`src/rtl/alu_ctrl_pkg.sv`:
```
// ============================================================================
// Module      : alu_ctrl_pkg
// Description : Shared FSM state encoding, opcodes and command type for the
//               two-requester ALU arbiter.
// Revision    : 1.0 - initial release
// ============================================================================
`default_nettype none

package alu_ctrl_pkg;

    typedef enum logic [1:0] {
        ST_IDLE  = 2'd0,
        ST_ISSUE = 2'd1,
        ST_WAIT  = 2'd2,
        ST_RESP  = 2'd3
    } state_t;

    localparam logic [1:0] OP_ADD = 2'b00;
    localparam logic [1:0] OP_SUB = 2'b01;
    localparam logic [1:0] OP_MUL = 2'b10;
    localparam logic [1:0] OP_DIV = 2'b11;

    typedef struct packed {
        logic [1:0] op;
        logic [7:0] a;
        logic [7:0] b;
    } cmd_t;

endpackage

`default_nettype wire

```
`src/rtl/alu_arb_rr.sv`:
```
// ============================================================================
// Module      : alu_arb_rr
// Description : Two-way round-robin selector; pointer breaks ties only.
// Revision    : 1.0 - initial release
// ============================================================================
`default_nettype none

module alu_arb_rr (
    input  logic       req0,
    input  logic       req1,
    input  logic       pointer,
    output logic [1:0] sel
);

    always_comb begin
        sel = 2'b00;
        if (req0 && req1) begin
            sel = pointer ? 2'b10 : 2'b01;
        end else begin
            sel = {req1, req0};
        end
    end

endmodule

`default_nettype wire

```
`src/rtl/alu_arbiter.sv`:
```
// ============================================================================
// Module      : alu_arbiter
// Description : Arbitrates two requesters onto one ALU with a bounded wait
//               for completion and a timeout error response.
// Revision    : 1.0 - initial release
// ============================================================================
`default_nettype none

module alu_arbiter
    import alu_ctrl_pkg::*;
#(
    parameter int TIMEOUT_CYCLES = 255
) (
    input  logic       clk,
    input  logic       reset,
    input  logic       req0,
    input  logic       req1,
    input  logic [1:0] op0,
    input  logic [1:0] op1,
    input  logic [7:0] a0,
    input  logic [7:0] b0,
    input  logic [7:0] a1,
    input  logic [7:0] b1,
    output logic       gnt0,
    output logic       gnt1,
    output logic       rsp_valid0,
    output logic       rsp_valid1,
    output logic [7:0] rsp_data,
    output logic       rsp_err,
    output logic       busy,
    output logic       alu_start,
    output logic [1:0] alu_opcode,
    output logic [7:0] alu_a,
    output logic [7:0] alu_b,
    input  logic [7:0] alu_out,
    input  logic       alu_done
);

    localparam logic [7:0] c_CNT_LAST = 8'(TIMEOUT_CYCLES - 1);

    state_t     r_state;
    state_t     w_next;
    logic [1:0] w_sel;
    cmd_t       w_cmd_sel;
    cmd_t       r_cmd;
    logic       r_owner;
    logic       r_ptr;
    logic [7:0] r_cnt;
    logic [7:0] r_result;
    logic       r_err;
    logic       w_cmd_live;

    alu_arb_rr u_rr (
        .req0    (req0),
        .req1    (req1),
        .pointer (r_ptr),
        .sel     (w_sel)
    );

    assign w_cmd_sel = w_sel[1] ? {op1, a1, b1} : {op0, a0, b0};

    always_ff @(posedge clk or posedge reset) begin
        if (reset) begin
            r_state <= ST_IDLE;
        end else begin
            r_state <= w_next;
        end
    end

    always_comb begin
        w_next = r_state;
        case (r_state)
            ST_IDLE:  if (|w_sel) w_next = ST_ISSUE;
            ST_ISSUE: w_next = ST_WAIT;
            ST_WAIT:  if (alu_done || (r_cnt == c_CNT_LAST)) w_next = ST_RESP;
            ST_RESP:  w_next = ST_IDLE;
            default:  w_next = ST_IDLE;
        endcase
    end

    // alu_done is checked before the limit so a completion on the last
    // allowed cycle is reported as a normal result.
    always_ff @(posedge clk or posedge reset) begin
        if (reset) begin
            r_cmd    <= '0;
            r_owner  <= 1'b0;
            r_ptr    <= 1'b0;
            r_cnt    <= '0;
            r_result <= '0;
            r_err    <= 1'b0;
        end else begin
            case (r_state)
                ST_IDLE: begin
                    if (|w_sel) begin
                        r_owner <= w_sel[1];
                        r_cmd   <= w_cmd_sel;
                    end
                end
                ST_ISSUE: r_cnt <= '0;
                ST_WAIT: begin
                    if (alu_done) begin
                        r_result <= alu_out;
                        r_err    <= 1'b0;
                        r_ptr    <= ~r_owner;
                    end else if (r_cnt == c_CNT_LAST) begin
                        r_result <= '0;
                        r_err    <= 1'b1;
                        r_ptr    <= ~r_owner;
                    end else begin
                        r_cnt <= r_cnt + 8'd1;
                    end
                end
                default: ;
            endcase
        end
    end

    // Grants are combinational on req in IDLE, so reset must mask them.
    assign gnt0       = (r_state == ST_IDLE) & w_sel[0] & ~reset;
    assign gnt1       = (r_state == ST_IDLE) & w_sel[1] & ~reset;
    assign busy       = (r_state != ST_IDLE);
    assign alu_start  = (r_state == ST_ISSUE);
    assign w_cmd_live = (r_state == ST_ISSUE) || (r_state == ST_WAIT);
    assign alu_opcode = w_cmd_live ? r_cmd.op : 2'b00;
    assign alu_a      = w_cmd_live ? r_cmd.a : 8'h00;
    assign alu_b      = w_cmd_live ? r_cmd.b : 8'h00;
    assign rsp_valid0 = (r_state == ST_RESP) & ~r_owner;
    assign rsp_valid1 = (r_state == ST_RESP) & r_owner;
    assign rsp_data   = (r_state == ST_RESP) ? r_result : 8'h00;
    assign rsp_err    = (r_state == ST_RESP) & r_err;

endmodule

`default_nettype wire

```
`config.mk`:
```
export PLATFORM = sky130hd
export DESIGN_NAME = alu_arbiter
export DESIGN_NICKNAME = d
export VERILOG_FILES = /design/src/rtl/alu_ctrl_pkg.sv /design/src/rtl/alu_arb_rr.sv /design/src/rtl/alu_arbiter.sv
export SDC_FILE = /design/constraint.sdc
export NUM_CORES = 1
export LEC_CHECK = 0
export ABC_AREA = 0
export BUFFER_PORTS_ARGS = -buffer_cell sky130_fd_sc_hd__buf_2
export CAP_MARGIN = 15
export CORE_ASPECT_RATIO = 1.1
export CORE_UTILIZATION = 48
export CTS_CLUSTER_DIAMETER = 200
export DETAILED_ROUTE_END_ITERATION = 8
export PLACE_DENSITY = 0.78
export RECOVER_POWER = 50
export SETUP_SLACK_MARGIN = 0.5
export SYNTH_ARGS = -nofsm -noshare
export SYNTH_HDL_FRONTEND = slang
export SYNTH_SLANG_ARGS = --single-unit
```
`constraint.sdc`:
```
create_clock -name clk -period 1.89 [get_ports clk]
set_input_delay 0.0945 -clock clk [delete_from_list [all_inputs] [get_ports clk]]
set_output_delay 0.0945 -clock clk [all_outputs]
set_load 0.005 [all_outputs]
```
==> summary.md <==
| Metric | Value |
|---|---|
| Detailed-route wire length per cell | `19.2 um` |
| Post-synthesis sequential area ratio | `0.466` |
| Vias in the first global route | `2026` |
| RSZ-0062 raised after global routing | `true` |
| Ys Warns | `0` |
| Final wirelength | `7470 um` |
| Maximum fanout along the worst path | `6` |
| Vias per cell | `5.70` |
| Die Ht | `71.3 um` |
| Crit-path max cell delay | `460 ps` |
| # rows | `24` |
| First-pass GRT wire length | `9540 um` |
| All-Layer GR Usage | `0.273` |
| DRT antenna net count | `0` |
| Post-route DRC | `0` |
| Num Clock Sinks | `39` |
| Post-DP HPWL | `3310 um` |
| Number of max-cap violations | `0` |
| CTS buffer count | `5` |
| Most frequent cell after synthesis | `dfrtp_1` |
| I/O Buffers | `81` |
| Synth top area share | `0.466` |
| Hold slack final | `18.9 ps` |
| Kind of critical path | `reg2reg` |
| Share of layout cells above drive strength 1 | `0.510` |
| Startpoint Class | `flip-flop` |
| Critical-path cell list | `inv_1 > ha_4 > buf_12 > o311ai_4 > or4_1 > nand3_2` |
| Worst-case clock buffer depth | `2` |
| Root Driver | `clkbuf_8` |
| Relative slew slack | `0.341` |
| Syn Inst Count | `212` |
| Worst slew pin tran | `988 ps` |
| I/O pin count | `82` |
| RePlAce Congestion | `0.829` |
| Full die area | `4630 um2` |
| Nets in the synthesized netlist | `267` |
| Fmax | `577 MHz` |
| Die width | `65.0 um` |
| H-tree depth | `2` |
| Area Growth Syn to Fin | `64.6%` |
| Tmin final | `1730 ps` |
| FF+latch count, synth | `39` |
| Count of final hold-check violations | `0` |
| Critical path endpoint category | `flip-flop` |
| Core Box Area | `4080 um2` |
| Mean Syn Cell Area | `9.88 um2` |
| Top post-synthesis cells by count | `dfrtp_1, and2_1, nand2_1` |
| Initial DRC Count | `182` |
| Post-synth EDFFs | `0` |
| Clock transition at path regs | `80 ps` |
| Pin count of the biggest net entering global routing | `40` |
| Status | `finished, final reports clean` |
| Initial antenna violation count | `0` |
| Final setup TNS | `0 ps` |
| Clock Latency Late Sink | `300 ps` |
| Leakage | `1.79 nW` |
| Clock Skew | `5.43 ps` |
| Synth Cell Area | `2090 um2` |
| Pwr Density | `1640 nW/um2` |
| Post-route clock period utilization | `0.918` |
| Synth Flop Type | `dfrtp_1` |
| Starting Density | `0.513` |
| Nets | `391` |
| Synth async-reset ratio | `1.00` |
| Pre-antenna DRT Iters | `4` |
| Yosys top cell by area | `dfrtp_1` |
| Fin. max-slew vios | `0` |
| Via count | `2218` |
| GRT Residual Overflow | `0` |
| CP arrival | `1970 ps` |
| CTS tree | `built` |
| Synth cell types | `34` |
| Worst path slowest cell | `or4_1` |
| CP Data Required Time | `2130 ps` |
| Hold Crit Class | `in2reg` |
| Largest cells by area after synthesis | `dfrtp_1, mux2i_1, and2_1, o21ai_0, nand2_1` |
| Final setup fails | `0` |
| IR drop worst, VDD | `1100 uV` |
| Inserted Diodes | `0` |
-- metrics by stage --
step / instances / utilization / power (mW) / instance area, um2 / setup WS (ps)
floorplan: 212 / - / 2.52 / 2130 / 408
global placement: 339 / 0.637 / 3.15 / 2600 / 286
detailed placement: 339 / 0.637 / 3.21 / 2600 / 241
CTS: 367 / 0.748 / 4.71 / 3060 / 310
global route: 389 / 0.844 / 5.96 / 3450 / 86.0
finish: 389 / 0.844 / 5.66 / 3450 / 156
-- logic make-up (layout without fill, tap and decap cells) --
logic type               count (synthesis)  in the layout  share of synthesized area
buffers and inverters                   18            142                     0.0335
flip-flops                              39             39                      0.466
multiplexers                            19             19                     0.0908
AND/OR/NAND/NOR                         78             79                      0.201
adder cells (fa/ha/maj)                  6              6                     0.0358
AO/OA/AOI/OAI                           52             52                      0.173
-- cells in the final DEF (no fill, tap or decap), drive strengths merged --
master,count
a2111oi,1
a211o,1
a21oi,5
a22o,8
a31oi,1
a41o,1
a41oi,3
and2,30
and3,3
buf,120
clkbuf,12
clkinv,1
dfrtp,39
dlygate4sd3,1
ha,6
inv,8
mux2i,19
nand2,28
nand3,6
nand4,2
nor2,2
nor2b,4
nor3,1
nor4,1
o21a,1
o21ai,24
o21bai,1
o22a,1
o311ai,2
o31ai,2
o32a,1
or2,1
or4,1
-- layout make-up --
type	count	area, um2
multi-input cells	156	1250
repair buffers	126	1040
flip-flops and latches	39	977
fillers	219	637
clock buffers	7	76.3
well taps	52	65.1
inverters	8	32.5
clock inverters	1	5.00
-- layer usage --
| layer | GRT usage | part of all wire | up-vias |
|---|---|---|---|
| met5 | 0 | 0 | - |
| li1 | - | - | 992 |
| met2 | 0.441 | 0.52 | 137 |
| met4 | 0.158 | 0.031 | 0 |
| met3 | 0.0621 | 0.072 | 26 |
| met1 | 0.335 | 0.37 | 1063 |
-- registers in the layout (all words and copies together) (netlist names) --
signal / flops
r_ptr: 1
r_owner: 1
r_cmd: 18
r_err: 1
r_result: 8
r_cnt: 8
r_state: 2
-- path summary, 6_finish.rpt --
kind	startpoint	endpoint	slack [ps]	depth (start not counted)
max in group asynchronous	reset	r_ptr	430	4
setup reg to reg	r_state[1]	r_cnt[5]	160	6
hold reg to reg	r_cmd[14]	r_cmd[14]	490	2
min in group asynchronous	reset	r_result[7]	790	4
setup / recovery	r_state[1]	r_cnt[5]	160	6
hold / removal	alu_out[5]	r_result[5]	20	2
-- what timing repair did --
item,CTS,global route
hold buffers,1,0
pin swaps,15,9
resized for setup,39,54
gates cloned,2,1
buffers inserted,17,21
endpoints found under the hold margin,39,0
setup endpoints to repair,49,69
-- critical path, delay by kind of cell (launching register included) --
family                   cells  cell delay (ps)
AO/OA/AOI/OAI                1              120
adder cells (fa/ha/maj)      1              390
flip-flops                   1              390
AND/OR/NAND/NOR              2              540
buffers and inverters        2              250
-- where the power goes --
group | switching (mW) | internal [mW]
Sequential | 0.224 | 1.16
Clock | 0.299 | 0.259
Combinational | 1.57 | 2.14
Total | 2.10 | 3.57
Power figures use the tool's default switching activity.
